### config.mk
export PLATFORM = sky130hd
export DESIGN_NAME = pid_pwm_out
export DESIGN_NICKNAME = d
export VERILOG_FILES = /design/src/rtl/pid_pkg.sv /design/src/rtl/pid_slew_step.sv /design/src/rtl/pid_pwm_out.sv
export SDC_FILE = /design/constraint.sdc
export NUM_CORES = 1
export LEC_CHECK = 0
export ABC_AREA = 0
export BUFFER_PORTS_ARGS = -buffer_cell sky130_fd_sc_hd__buf_2
export CORE_MARGIN = 2
export CORE_UTILIZATION = 60
export DETAILED_ROUTE_END_ITERATION = 10
export PLACE_DENSITY = 0.79
export SLEW_MARGIN = 20
export SYNTH_ARGS = -nofsm -noshare
export SYNTH_HDL_FRONTEND = slang
export SYNTH_SLANG_ARGS = --single-unit
### constraint.sdc
create_clock -name clk -period 5.87 [get_ports clk]
set_input_delay 0.2935 -clock clk [delete_from_list [all_inputs] [get_ports clk]]
set_output_delay 0.2935 -clock clk [all_outputs]
set_load 0.02 [all_outputs]
### src/rtl/pid_pkg.sv
// rtl/pid_pkg.sv - shared state type, parameter defaults and magnitude helper for pid_pwm_out
package pid_pkg;

    typedef enum logic [1:0] {
        ST_IDLE = 2'd0,
        ST_RUN  = 2'd1,
        ST_DEAD = 2'd2
    } pid_state_t;

    localparam int CNT_W_DEF     = 6;
    localparam int SLEW_STEP_DEF = 8;
    localparam int DEAD_CYC_DEF  = 4;
    localparam int MIN_PULSE_DEF = 3;

    localparam logic [5:0] U_NEG_SAT = 6'b100000;

    // |v| for a 6-bit two's-complement value, with -32 clamped to 31
    function automatic logic [4:0] u_mag(input logic [5:0] v);
        logic [5:0] neg;
        neg = -v;
        if (v == U_NEG_SAT) begin
            return 5'd31;
        end else if (v[5]) begin
            return neg[4:0];
        end else begin
            return v[4:0];
        end
    endfunction

endpackage

### src/rtl/pid_slew_step.sv
// rtl/pid_slew_step.sv - moves a duty toward a target by at most one step, never overshooting
module pid_slew_step #(
    parameter int DW = 6
) (
    input  logic [DW-1:0] active,
    input  logic [DW-1:0] target,
    input  logic [DW-1:0] step,
    output logic [DW-1:0] next_duty
);

    logic [DW-1:0] diff;

    always_comb begin
        next_duty = active;
        diff      = '0;
        if (target > active) begin
            diff      = target - active;
            next_duty = (diff > step) ? active + step : target;
        end else if (target < active) begin
            diff      = active - target;
            next_duty = (diff > step) ? active - step : target;
        end
    end

endmodule

### src/rtl/pid_pwm_out.sv
// rtl/pid_pwm_out.sv - slew-limited sign/magnitude PWM driver with dead time on direction reversal
module pid_pwm_out
    import pid_pkg::*;
#(
    parameter int CNT_W     = CNT_W_DEF,
    parameter int SLEW_STEP = SLEW_STEP_DEF,
    parameter int DEAD_CYC  = DEAD_CYC_DEF,
    parameter int MIN_PULSE = MIN_PULSE_DEF
) (
    input  logic       clk,
    input  logic       rst_n,
    input  logic       ena,
    input  logic [5:0] u,
    input  logic       u_valid,
    output logic       pwm_out,
    output logic       dir_out,
    output logic       period_start,
    output logic       sat_flag
);

    localparam logic [5:0] STEP = 6'(SLEW_STEP);
    localparam logic [5:0] MIN_D = 6'(MIN_PULSE);
    localparam int DC_W = (DEAD_CYC > 1) ? $clog2(DEAD_CYC) : 1;
    localparam logic [DC_W-1:0] DEAD_LAST = DC_W'(DEAD_CYC - 1);
    localparam logic [CNT_W-1:0] CNT_MAX = '1;

    pid_state_t       state;
    logic [CNT_W-1:0] cnt;
    logic [5:0]       d_act;
    logic [5:0]       pend;
    logic [DC_W-1:0]  dead_cnt;

    logic [4:0] pend_mag;
    logic       next_dir;
    logic [5:0] slew_active;
    logic [5:0] slew_target;
    logic [5:0] slew_duty;
    logic       pulse_first;

    // Leaving DEAD is itself a boundary: slew starts from 0 in the new direction
    always_comb begin
        pend_mag    = u_mag(pend);
        next_dir    = (state == ST_DEAD) ? ~dir_out : dir_out;
        slew_active = (state == ST_DEAD) ? 6'd0 : d_act;
        slew_target = (pend[5] != next_dir) ? 6'd0 : {pend_mag, 1'b0};
        pulse_first = (slew_duty >= MIN_D) && (slew_duty != 6'd0);
    end

    pid_slew_step #(
        .DW(6)
    ) u_slew (
        .active   (slew_active),
        .target   (slew_target),
        .step     (STEP),
        .next_duty(slew_duty)
    );

    always_ff @(posedge clk) begin
        if (!rst_n) begin
            state        <= ST_IDLE;
            cnt          <= '0;
            d_act        <= '0;
            pend         <= '0;
            dead_cnt     <= '0;
            pwm_out      <= 1'b0;
            dir_out      <= 1'b0;
            period_start <= 1'b0;
            sat_flag     <= 1'b0;
        end else begin
            pwm_out      <= 1'b0;
            period_start <= 1'b0;
            if (ena && u_valid) begin
                pend     <= u;
                sat_flag <= (u == U_NEG_SAT);
            end
            if (!ena) begin
                state    <= ST_IDLE;
                cnt      <= '0;
                d_act    <= '0;
                dead_cnt <= '0;
            end else begin
                case (state)
                    ST_IDLE: begin
                        state        <= ST_RUN;
                        cnt          <= '0;
                        d_act        <= '0;
                        period_start <= 1'b1;
                    end
                    ST_RUN: begin
                        cnt <= cnt + CNT_W'(1);
                        if (cnt == CNT_MAX) begin
                            if (pend[5] != dir_out && d_act == 6'd0 && pend_mag != 5'd0) begin
                                state    <= ST_DEAD;
                                dead_cnt <= DEAD_LAST;
                            end else begin
                                d_act        <= slew_duty;
                                period_start <= 1'b1;
                                pwm_out      <= pulse_first;
                            end
                        end else begin
                            pwm_out <= (d_act >= MIN_D) && (32'(cnt) + 32'd1 < 32'(d_act));
                        end
                    end
                    ST_DEAD: begin
                        if (dead_cnt == '0) begin
                            state        <= ST_RUN;
                            dir_out      <= ~dir_out;
                            cnt          <= '0;
                            d_act        <= slew_duty;
                            period_start <= 1'b1;
                            pwm_out      <= pulse_first;
                        end else begin
                            dead_cnt <= dead_cnt - DC_W'(1);
                        end
                    end
                    default: state <= ST_IDLE;
                endcase
            end
        end
    end

endmodule

Yosys cells after proc, flatten, opt, wreduce, memory -nomap -nowiden

Cells that the tools add are included.

Shifts and indexed selects: 0
Multipliers: 0
Bitwise gates (word level): 1
Order comparisons: 7
Reduce and logical (&&, ||, !) cells: 18
Divide/modulo/power cells: 0
Muxes and demuxes: 31
Add/sub/neg operators: 8
Equal/unequal tests: 12

Operators with widths:

| operator                                                      | count |
|---|---|
| two-way mux 6 bit                                             | 10 |
| case mux 6 bit (3 select lines)                               | 2 |
| equality test 6 bit, second input constant                    | 3 |
| >= comparator 6 x 2 -> 1 bit, second input constant           | 2 |
| greater-than comparator 6 x 4 -> 1 bit, second input constant | 2 |
| two-way mux 2 bit                                             | 6 |
| subtractor 6 bit                                              | 2 |
| two-way mux 5 bit                                             | 2 |
| != test 2 bit, second input constant                          | 4 |
| AND reduction 4 bit                                           | 2 |
| adder 6 x 1 -> 7 bit, second input constant                   | 1 |
| less-than comparator 7 x 6 -> 1 bit                           | 1 |
| two-way mux 1 bit                                             | 7 |
| adder 6 x 1 -> 6 bit, second input constant                   | 1 |
| adder 6 x 4 -> 6 bit, second input constant                   | 1 |
| greater-than comparator 6 bit                                 | 1 |
| logical NOT 6 bit                                             | 1 |
| less-than comparator 6 bit                                    | 1 |
| case mux 2 bit (3 select lines)                               | 1 |
| AND reduction 3 bit                                           | 2 |
| nonzero test 6 bit                                            | 1 |
| subtractor 6 x 4 -> 6 bit, second input constant              | 1 |
| logical AND 1 bit                                             | 5 |
| negation 5 bit                                                | 1 |
| 14 further kinds                                              | 17 |

Memories: 0
Memory bits (read-only): 0
Input bits: 10
Bits in writable memories: 0
Output and inout port bits: 4
Register bits: 26
Bits in latches: 0
Word-level logic and storage cells: 86

Longest topological paths before layout

Gate-level depths: netlist of the first run.

Word-level depth: 14
Depth in mapped cells: 16
Gate-level depth less buffers: 15

Hierarchy

Synthesis of the first run repeated with hierarchy kept, for this count alone.

Cells, all modules: 392
Area, all modules: 3059.2 µm²

By module, submodules not included:

| module        | seq. area each (µm²) | cells an instance | area an instance (µm²) | instances |
|---|---|---|---|---|
| pid_pwm_out   | 520.5                | 225               | 1719.1                 | 1 |
| pid_slew_step | 0.0                  | 167               | 1340.0                 | 1 |

Least setup slack after synthesis of the first run

No wires, ideal clock.

Kind: reg-to-reg
From: register state[0]
To: register pwm_out
Buffers on the path: 2
Setup time: 0.077 ns
Data required time: 5.793 ns
Period minus slack after synthesis: 3.789 ns
Arrival time: 3.712 ns
Slack: 2.081 ns
Cell stages (with the launch flop): 16
Cell sequence: dfxtp_1 inv_1 ha_1 buf_2 xor2_4 a21oi_1 ha_1 clkbuf_1 nand2b_1 or4_4 and4_4 or4b_4 or3_1 a21oi_2 nor3_1 a41oi_2

Word-level cells in the longest chain between the ends: 14
Elaborated cells between the ends (all ways): 25
Classes of those cells: 4 x add/sub; 5 x order compare; 3 x eq/ne; 11 x mux; 2 x reduce/logical

Ends and longest elaborated chain:

| item                                                               | line                                                    | source |
|---|---|---|
| from (decl)                                                        | pid_pwm_out.sv:27                                       | `pid_state_t state;` |
| from (signal assigned)                                             | pid_pwm_out.sv:60                                       | `state <= ST_IDLE;` |
| from (signal assigned)                                             | pid_pwm_out.sv:77                                       | `state <= ST_IDLE;` |
| from (signal assigned)                                             | pid_pwm_out.sv:84                                       | `state <= ST_RUN;` |
| equality test 2 bit                                                | pid_pwm_out.sv:43, pid_pwm_out.sv:44, pid_pwm_out.sv:82 |  |
| two-way mux 1 bit                                                  | pid_pwm_out.sv:43                                       | `next_dir = (state == ST_DEAD) ? ~dir_out : dir_out;` |
| != test 1 bit                                                      | pid_pwm_out.sv:45                                       | `slew_target = (pend[5] != next_dir) ? 6'd0 : {pend_mag, 1'b0};` |
| two-way mux 6 bit                                                  | pid_pwm_out.sv:45                                       |  |
| subtractor 6 bit                                                   | pid_slew_step.sv:20                                     | `diff = active - target;` |
| greater-than comparator 6 x 4 -> 1 bit                             | pid_slew_step.sv:21                                     | `next_duty = (diff > step) ? active - step : target;` |
| two-way mux 6 bit                                                  | pid_slew_step.sv:21                                     |  |
| two-way mux 6 bit                                                  | pid_slew_step.sv:19                                     | `end else if (target < active) begin` |
| two-way mux 6 bit                                                  | pid_slew_step.sv:16                                     | `if (target > active) begin` |
| >= comparator 6 x 2 -> 1 bit or nonzero test 6 bit (tied branches) | pid_pwm_out.sv:46                                       | `pulse_first = (slew_duty >= MIN_D) && (slew_duty != 6'd0);` |
| logical AND 1 bit                                                  | pid_pwm_out.sv:46                                       |  |
| two-way mux 1 bit                                                  | pid_pwm_out.sv:92                                       | `if (pend[5] != dir_out && d_act == 6'd0 && pend_mag != 5'd0) begin` |
| two-way mux 1 bit                                                  | pid_pwm_out.sv:91                                       | `if (cnt == CNT_MAX) begin` |
| case mux 1 bit (2 select lines) *                                  | pid_pwm_out.sv:82                                       | `case (state)` |
| to (signal assigned)                                               | pid_pwm_out.sv:98                                       | `pwm_out <= pulse_first;` |
| to (signal assigned)                                               | pid_pwm_out.sv:101                                      | `pwm_out <= (d_act >= MIN_D) && (32'(cnt) + 32'd1 < 32'(d_act));` |
| to (signal assigned)                                               | pid_pwm_out.sv:111                                      | `pwm_out <= pulse_first;` |
| to (decl)                                                          | pid_pwm_out.sv:15                                       | `output logic pwm_out,` |

Every way passes the cells marked *; elsewhere a longest branch is shown, timed or not.
A chain may end at the register's enable or synchronous reset.

Worst setup path after layout of the first run

Ends and elaborated chain as after synthesis.

==> results of run 1 <==
==> per-layer routing <==
metal  wire length [um]  up-vias  track usage
li1                   -     1165            -
met1               2700     1057        0.338
met2               2540       61        0.444
met3                201        6       0.0280
met4                 57        0       0.0525
met5                  0        -            0
==> final timing paths <==
| check | startpoint | to | slack, ns | cells after the start |
|---|---|---|---|---|
| worst max-delay path | state[0] | pwm_out | 1.53 | 14 |
| worst min-delay path | u[4] | pend[4] | 0.29 | 3 |
| worst max register to register | state[0] | pwm_out | 1.53 | 14 |
| worst min register to register | dead_cnt[1] | dead_cnt[1] | 0.48 | 2 |
==> state kept, by name, summed over array words and instances (netlist names) <==
register,count
state,2
sat_flag,1
d_act,6
dead_cnt,2
cnt,6
pwm_out,1
period_start,1
pend,6
dir_out,1
==> cell type report <==
cell class	count	area, um^2	area share
clock inverters	1	30.0	0.0115
well taps	50	62.6	0.0240
multi-input cells	262	1800	0.689
repair buffers	13	65.1	0.0249
clock buffers	3	41.3	0.0158
flip-flops and latches	26	520	0.199
inverters	25	93.8	0.0359
==> worst max-delay path, stage by stage, from the launching register on <==
cell	delay [ns]
dfxtp_1	0.38
inv_1	0.10
ha_1	0.65
xor2_4	0.31
a21oi_1	0.12
ha_1	0.44
inv_1	0.12
a211o_1	0.24
o31ai_1	0.34
nor2_1	0.15
o311ai_1	0.42
o21a_1	0.34
a21oi_1	0.14
mux2_4	0.31
a41oi_2	0.18
==> layout by cell type, fill, tap and decap left out, types with 3 or more instances in the layout <==
cell,n
nand2_1,38
nor2_1,29
dfxtp_1,26
inv_1,25
ha_1,25
a21oi_1,22
nand2b_1,13
nand3_1,13
buf_2,13
o21ai_0,11
nor2b_1,8
nor3_1,7
a21boi_0,7
xnor2_1,6
and2_1,6
o31ai_1,5
xor2_1,4
a21o_1,3
nand3b_1,3
a22oi_1,3
o21a_1,3
or3_1,3
a211oi_1,3
o211ai_1,3
clkbuf_8,3
==> metrics by stage <==
stage,std cells,util
2_1_floorplan,322,-
3_3_place_gp,376,0.640
3_5_place_dp,376,0.640
4_1_cts,380,0.658
5_1_grt,380,0.658
6_report,380,0.658
==> power groups by stage <==
stage	Combinational [mW]	Clock, mW	Sequential, mW
2_1_floorplan	0.161	0	0.190
3_3_place_gp	0.196	0	0.191
3_5_place_dp	0.201	0	0.191
4_1_cts	0.202	0.150	0.187
5_1_grt	0.228	0.158	0.188
6_report	0.207	0.149	0.187
==> cell families after synthesis <==
| group | share of synthesized area |
|---|---|
| XOR/XNOR | 0.0581 |
| buffers and inverters | 0.0556 |
| multiplexers | 0.0234 |
| AND/OR/NAND/NOR | 0.274 |
| AO/OA/AOI/OAI | 0.249 |
| flip-flops | 0.212 |
| adder cells (fa/ha/maj) | 0.127 |
==> flow_summary.toml, run 1 <==
[status]
status = "completed"

[floorplan]
ioPinCount = 14
rows = 23
die-area_mm2 = 0.00462
die_w_um = 68.0
core_area_mm2 = 0.00397
dieHeight_um = 68.0
start_util = 0.618

[clock_network]
htreeDepth = 1
cts_buffer_depth = 2
cts_tree = "built"
cts_setup_buffers = 0
clk-insertion-delay-late_ns = 0.27
root_buffer = "clkbuf_8"
clk_pin_slew_ns = 0.09
numCtsBuffers = 3
hold_buffers = 0
post_cts_resize_count = 0
clkSinkCount = 26

[pwr]
p_clk_frac = 0.275
comb_power_share = 0.381
p_sw_frac = 0.349
power_leakage_nw = 1.05
irDropWorstVdd_uv = 184
p_switching_mw = 0.189
intPower_mw = 0.353
power.density_mw_per_mm2 = 208
finalPower_mw = 0.542
p_seq_frac = 0.344

[sta]
whs_ns = 0.288
final.setup.tns_ns = 0
tightest_slew_ns = 0.776
hold_viol_final = 0
timing.fmax_mhz = 231
rsz0062_at_grt = "false"
setup_ws_ns = 1.53
skew_ns = 0.00747
slew_violations = 0
fin_crit_ns = 4.34
setup_viol = 0
period_share = 0.739
maxSlewHeadroom = 0.469

[layout]
area_delta_synth_final_pct = 6.37
antenna_cells = 0
fill_cells = 345
drive_above_1_share = 0.100
final_cell_area_mm2 = 0.00261
nNetsFinal = 366

[yosys]
syn_area_mm2 = 0.00245
synth-edff-count = 0
synth_cell_types = 64
yosysMostFrequentCell = "nand2_1"
synth_area_leader_cell = "dfxtp_1"
async_flop_share = 0
seq_area_frac_synth = 0.212
syn-num-nets = 357
synthFlopType = "dfxtp_1"
yosys_warnings = 0
synthTopCellsByCount = "nand2_1 (38), nor2_1 (29), dfxtp_1 (26)"
avgSynthCellArea_um2 = 7.62
syn_inst = 322
yosysTopAreaCellShare = 0.212
ys_top_cells_by_area = "dfxtp_1 (21%), ha_1 (13%), nand2_1 (5.8%)"
ys_ff_latch = 26

[job]
drv_cap = 0

[routing]
vias_per_cell = 6.02
drtIter0Drc = 180
dr.pass1.iters = 5
wire_per_inst_um = 14.5
drc = 0
ant_nets = 0
wirelength_um = 5500
vias = 2289

[global_routing]
grt_pass1_wl_um = 9240
gr-usage-all-layers = 0.254
grt_overflow = 0
grt_pass1_vias = 2088
grt_max_degree = 21
antenna_found_initial = 0

[critical_path]
start_kind = "register"
worstSetupPathType = "reg -> reg"
crit_path_max_fanout = 20
cp_data_required_time_ns = 6.08
crit_arrival_ns = 4.54
end_kind = "register"

[worst_hold_path]
hp-class = "in -> reg"

[placement]
port_buffers = 13
hpwl_um = 4320
place_ws_ns = 1.61
post_dp_cell_area_mm2 = 0.00254
place.gp.congestion = 0.881
No activity file was read; power rests on OpenSTA's default activity.
==> run 2: changes to the inputs <==
==> constraint.sdc (replaced) <==
create_clock -name clk -period 4.1 [get_ports clk]
set_input_delay 0.205 -clock clk [delete_from_list [all_inputs] [get_ports clk]]
set_output_delay 0.205 -clock clk [all_outputs]
set_load 0.02 [all_outputs]
==> flow_summary.toml, run 2 (same netlist as run 1, synthesis figures left out) <==
[status]
status = "completed"

[floorplan]
dieHeight_um = 68.0
start_util = 0.618
rows = 23
ioPinCount = 14
die-area_mm2 = 0.00462
core_area_mm2 = 0.00397
die_w_um = 68.0

[clock_network]
cts_setup_buffers = 0
clkSinkCount = 26
clk-insertion-delay-late_ns = 0.27
clk_pin_slew_ns = 0.09
cts_buffer_depth = 2
htreeDepth = 1
numCtsBuffers = 3
cts_tree = "built"
root_buffer = "clkbuf_8"

[job]
drv_cap = 0

[layout]
nNetsFinal = 374
area_delta_synth_final_pct = 9.07
antenna_cells = 0
drive_above_1_share = 0.121
layout_common_cells = "nand2_1 (38), nor2_1 (29), dfxtp_1 (26)"
largestRegisters = "cnt (6), d_act (6), pend (6)"
layout_commonest_cell = "nand2_1"
final_cell_area_mm2 = 0.00268
finalNonFillerCells = 388

[pwr]
power.density_mw_per_mm2 = 293
irDropWorstVdd_uv = 258
finalPower_mw = 0.786
power_leakage_nw = 1.09

[sta]
whs_ns = 0.193
maxSlewHeadroom = 0.440
skew_ns = 0.00497
setup_viol = 0
rsz0062_at_grt = "true"
tightest_slew_ns = 0.819
fin_crit_ns = 3.98
timing.fmax_mhz = 252
hold_viol_final = 0
period_share = 0.970
slew_violations = 0

[routing]
wirelength_um = 5340
drtIter0Drc = 165
ant_nets = 0
vias = 2294
drc = 0
dr.pass1.iters = 4
vias_per_cell = 5.91
wire_per_inst_um = 13.8

[placement]
hpwl_um = 4170
place.gp.congestion = 0.894
port_buffers = 13
post_dp_cell_area_mm2 = 0.00260
placedCellCount = 384

[critical_path]
cp_data_required_time_ns = 4.30
end_kind = "register"
worstSetupPathType = "reg -> reg"
crit_chain = "inv_1 -> ha_1 -> mux2_2 -> a21oi_2 -> nor2_2 -> ha_1 -> nor2b_1 -> o21a_1 -> o21ai_0 -> a21oi_1 -> or4b_4 -> or3_1 -> a21oi_2 -> nor3_1 -> a41oi_2"
crit_path_max_fanout = 7
cp_top_family = "simple AND/OR/NAND/NOR gates"
start_kind = "register"
worst-path-buf-inv = 1
slowest_delay_ns = 0.53
crit_arrival_ns = 4.18
slowest_stage = "or4b_4"

[global_routing]
grt_pass1_vias = 1967
grt_max_degree = 16
gr-usage-all-layers = 0.242
antenna_found_initial = 0
grt_pass1_wl_um = 8700
grt_overflow = 0

[worst_hold_path]
hp-class = "in -> reg"
run 2: power breakdown:
group | leakage [nW] | internal (mW) | total (mW) | switching (mW)
sequential | 0.211 | 0.259 | 0.267 | 0.00787
combinational | 0.847 | 0.127 | 0.305 | 0.179
clock | 0.0357 | 0.131 | 0.213 | 0.0828
total | 1.09 | 0.517 | 0.786 | 0.269
run 2: routing by layer:
metal	global-route usage	share of wire	vias to the layer above
met5	0	0	-
met4	0.0325	0.0056	0
met3	0.0362	0.041	4
met2	0.405	0.46	48
met1	0.337	0.49	1054
li1	-	-	1188
run 2: stage by stage:
step / setup WS, ns / utilization / setup TNS (ns)
after global placement: 0.231 / 0.655 / 0
after CTS: 0.158 / 0.673 / 0
after detailed placement: 0.192 / 0.655 / 0
after floorplan: 0.311 / - / 0
final: 0.124 / 0.674 / 0
after global routing: -0.0687 / 0.674 / -0.253
run 2: area by class of cell:
| type | instances | area, um^2 |
|---|---|---|
| well taps | 50 | 62.6 |
| clock inverters | 1 | 30.0 |
| inverters | 25 | 93.8 |
| multi-input cells | 262 | 1800 |
| fillers | 350 | 1290 |
| flip-flops and latches | 26 | 520 |
| repair buffers | 21 | 125 |
| clock buffers | 3 | 41.3 |
run 2: final timing paths:
kind	start	to	slack, ns	depth (start not counted)
worst min register to register	dead_cnt[1]	dead_cnt[1]	0.48	2
worst max register to register	pend[0]	pwm_out	0.12	15
worst max-delay path	pend[0]	pwm_out	0.12	15
worst min-delay path	u[5]	pend[5]	0.19	3
run 2: repair_timing:
item / CTS / global route
gates resized for setup: 0 / 1
hold buffers: 0 / 0
setup endpoints to repair: 0 / 6
run 2: worst reg2reg max path, stage by stage (launching register included):
cell     delay, ns
dfxtp_1       0.38
inv_1         0.08
ha_1          0.33
mux2_2        0.31
a21oi_2       0.29
nor2_2        0.13
ha_1          0.34
nor2b_1       0.15
o21a_1        0.18
o21ai_0       0.22
a21oi_1       0.10
or4b_4        0.53
or3_1         0.40
a21oi_2       0.17
nor3_1        0.08
a41oi_2       0.20
